File: src/rtl/reg_file_pkg.sv
// Shared sizing constants and data type for the 8 x 16 register file.
package reg_file_pkg;

    localparam int unsigned DATA_WIDTH = 16;
    localparam int unsigned ADDR_WIDTH = 3;
    localparam int unsigned DEPTH      = 2 ** ADDR_WIDTH;

    typedef logic [DATA_WIDTH-1:0] data_t;

endpackage

File: src/rtl/reg_file.sv
// Single-port register file: one write or one registered read per clock,
// with synchronous active-low clear of every entry and of the read register.
module reg_file
    import reg_file_pkg::*;
(
    input  logic                  CLK,
    input  logic                  RST,
    input  logic                  RD_EN,
    input  logic                  WR_EN,
    input  logic [ADDR_WIDTH-1:0] Address_Reg,
    input  logic [DATA_WIDTH-1:0] WR_DATA,
    output logic [DATA_WIDTH-1:0] RD_DATA
);

    data_t r_mem [DEPTH];
    data_t r_rd_data;

    // Write takes priority over read; a write never disturbs RD_DATA.
    always_ff @(posedge CLK) begin
        if (!RST) begin
            for (int i = 0; i < int'(DEPTH); i++) begin
                r_mem[i] <= '0;
            end
            r_rd_data <= '0;
        end else if (WR_EN) begin
            r_mem[Address_Reg] <= WR_DATA;
        end else if (RD_EN) begin
            r_rd_data <= r_mem[Address_Reg];
        end
    end

    assign RD_DATA = r_rd_data;

endmodule

File: config.mk
export PLATFORM = sky130hd
export DESIGN_NAME = reg_file
export DESIGN_NICKNAME = d
export VERILOG_FILES = /design/src/rtl/reg_file_pkg.sv /design/src/rtl/reg_file.sv
export SDC_FILE = /design/constraint.sdc
export NUM_CORES = 1
export LEC_CHECK = 0
export ABC_CLOCK_PERIOD_IN_PS = 2400
export CAP_MARGIN = 20
export CORE_ASPECT_RATIO = 0.5
export CORE_UTILIZATION = 29
export DETAILED_ROUTE_END_ITERATION = 8
export PLACE_DENSITY = 0.44
export SETUP_SLACK_MARGIN = 0.2
export SLEW_MARGIN = 20
export SYNTH_ARGS = -nofsm -noshare
export SYNTH_HDL_FRONTEND = slang
export SYNTH_SLANG_ARGS = --single-unit
export TNS_END_PERCENT = 10
File: constraint.sdc
create_clock -name CLK -period 2.4 [get_ports CLK]
set_input_delay 0.36 -clock CLK [delete_from_list [all_inputs] [get_ports CLK]]
set_output_delay 0.36 -clock CLK [all_outputs]
set_load 0.005 [all_outputs]
==> flow_summary.yaml <==
synthesis:
  post_synth_num_cell_types: 22
  synthCells: 455
  synthMostInstantiatedCell: "and2_1"
  mappedNetlistNets: 478
  synth_enable_flop_cells: 128
  synth.avg_cell_area_sq_um: 14.0
  post_synthesis_sequential_element_count: 144
  synthArstFlopShare_pct: 0
  synth.top_cells.by_count: "and2_1, edfxtp_1, mux2_2"
  synth_area_sq_um: 6390
  ys.warnings.count: 0
  yosys_most_used_dff: "edfxtp_1"
  yosysSeqAreaShare_pct: 65.2
  synth_area_leaders: "edfxtp_1, and2_1, mux2_2, dfxtp_1, mux2_1"
  yosys.area.top_type_share_pct: 60.2
  yosys.area.top_type: "edfxtp_1"
finish:
  layout.core_utilization_pct: 37.6
  stdcell_area_sq_um: 7930
  fraction_of_final_layout_cells_sized_beyond_drive_strength_1_pct: 23.1
  layoutNonFillerInstCount: 821
  num-nets-final: 538
  syn_to_final_growth_pct: 24.2
power_and_ir_drop:
  power.ir.vdd_worst_uv: 462
  power.leakage_nw: 2.78
  finalPower_mw: 6.27
  power_density_nw_per_um2: 791
floorplan:
  rows: 37
  floorplan.die.height_microns: 107
  floorplan.initialDensity_pct: 30.3
  die_area_sq_um: 22700
  core_area_sq_um: 21100
  io_pins: 39
  floorplan.die.width_microns: 212
clock_network:
  post_cts_resized: 0
  tritoncts: "built"
  cts_max_path_buffers: 2
  numClockSinks: 144
  htreeDepth: 4
  hold_buffers: 0
  cts-root-buf: "clkbuf_16"
  cts_setup_buffers: 0
  worstSkewPairLatency_ns: 0.42
  cts_clock_pin_slew_for_the_worst_setup_and_hold_paths_ns: 0.06
  numCtsBuffers: 17
routing:
  drcViolationCount: 0
  dr.pass1.iters: 5
  wl_microns: 17200
  drt_first_iter_violations: 304
  via_count_of_the_routed_design: 3827
  detail_route.wl_per_cell_microns: 21.0
  postRouteAntennaNets: 0
  routed_via_density: 4.66
placed_design:
  io_buffers: 38
  post_dp_cell_area_sq_um: 7310
  post-dp-hpwl_microns: 10900
  dpl.cell_count: 788
  gpl.final_weighted_congestion: 0.758
timing:
  fmax_mhz: 509
  finalHoldViolCount: 0
  min_period_over_period_pct: 81.9
  setup_repair_after_global_routing_missed_its_margin: "no"
  finalSetupViolations: 0
  max_slew.worst_pin.slew_ns: 0.953
  worst_slew_margin_rel_pct: 36.5
  min_period_ns: 1.96
  timing.clock.skew_ns: 0.00997
  total_negative_setup_slacks_ns: 0
  timing.final.max_slew_violations: 0
worst_setup_path:
  critical_path_required_ns: 2.75
  reg2reg_setup_slack_ns: 0.89
  timing.critical_path.from: "Address_Reg[1]"
  timing.critical_path.to: "RD_DATA[15]$_SDFFE_PN0P_"
  worstSetupEndpointType: "flip-flop"
  critPathKind: "primary input to flip-flop"
  worst-path-max-fanout: 16
  crit_arrival_ns: 2.32
  reg2reg_depth: 3
  worst_r2r_startpoint: "r_mem[1][6]$_SDFFCE_PN0P_"
  critical_path.startpoint_type: "primary input"
  critical_path.reg2reg.endpoint: "RD_DATA[6]$_SDFFE_PN0P_"
outcome:
  run_status: "finished, final reports clean"
global_routing:
  first_global_vias: 3856
  grt_max_degree: 36
  antenna_found_initial: 1
  grt_pass1_wl_microns: 25600
  globalRouteOverflowTotal: 0
  track_usage_pct: 16.2
worst_hold_path:
  timing.hold.worst.class: "flip-flop to flip-flop"
job:
  max-cap-violations: 0
[per-stage QoR]
step	setup WS, ns	hold slack [ns]
2_1_floorplan	-0.0293	0.498
3_3_place_gp	-0.0478	0.536
3_5_place_dp	0.0461	0.541
4_1_cts	0.476	0.550
5_1_grt	0.409	0.566
6_report	0.435	0.544
[cell families after synthesis]
group,count (synthesis),share of synthesized area [%]
buffers and inverters,28,2.19
AOI/OAI and AO/OA,70,6.74
and+or+nand+nor,149,14.6
DFF,144,65.2
muxes,64,11.3
[critical path, stage by stage]
cell and delay [ns]:
clkdlybuf4s50_1 0.48, buf_4 0.16, and2_1 0.76, a222oi_1 0.34, a21oi_1 0.20
[cell usage in the layout, fill, tap and decap left out, drive strengths merged]
cell type,n
buf,32
diode,1
nor3,2
clkdlybuf4s50,37
nand3b,1
bufinv,4
nand2b,5
clkinvlp,3
dfxtp,16
nor2,7
nand3,1
a21oi,32
clkinv,2
and2,129
edfxtp,128
nand2,1
o21ai,22
inv,3
nor2b,3
mux2,64
clkbuf,20
a222oi,16
[power by group]
part / total (mW) / internal, mW / switching [mW]
Sequential: 2.93 / 2.88 / 0.0431
Combinational: 0.513 / 0.231 / 0.282
Clock: 2.83 / 1.75 / 1.08
[layout make-up]
class,count,area (sq um)
diodes,1,2.50
clock buffers,20,437
clock inverters,12,183
fillers,2006,13100
multi-input cells,283,2110
flip-flops and latches,144,4160
well taps,292,365
repair buffers,69,671
[registers in the layout, summed over array words and instances (netlist names)]
register  count
RD_DATA      16
r_mem       128
[routing by layer]
| layer | vias to the layer above | track usage [%] | routed length (microns) |
|---|---|---|---|
| li1 | 1811 | - | - |
| met1 | 1934 | 23.1 | 8800 |
| met2 | 66 | 24.7 | 7630 |
| met3 | 16 | 3.19 | 576 |
| met4 | 0 | 5.23 | 217 |
| met5 | - | 0 | 0 |
[worst min path at each step]
stage                                        from                  endpoint  slack (ns)  cells past startpoint
after floorplan                               RST  RD_DATA[14]$_SDFFE_PN0P_        0.50                      2
after global placement    RD_DATA[7]$_SDFFE_PN0P_   RD_DATA[7]$_SDFFE_PN0P_        0.54                      2
after detailed placement  RD_DATA[7]$_SDFFE_PN0P_   RD_DATA[7]$_SDFFE_PN0P_        0.54                      2
after CTS                 RD_DATA[7]$_SDFFE_PN0P_   RD_DATA[7]$_SDFFE_PN0P_        0.55                      2
after global routing      RD_DATA[7]$_SDFFE_PN0P_   RD_DATA[7]$_SDFFE_PN0P_        0.57                      2
final                     RD_DATA[7]$_SDFFE_PN0P_   RD_DATA[7]$_SDFFE_PN0P_        0.54                      2
No activity file was read; power rests on OpenSTA's default activity.
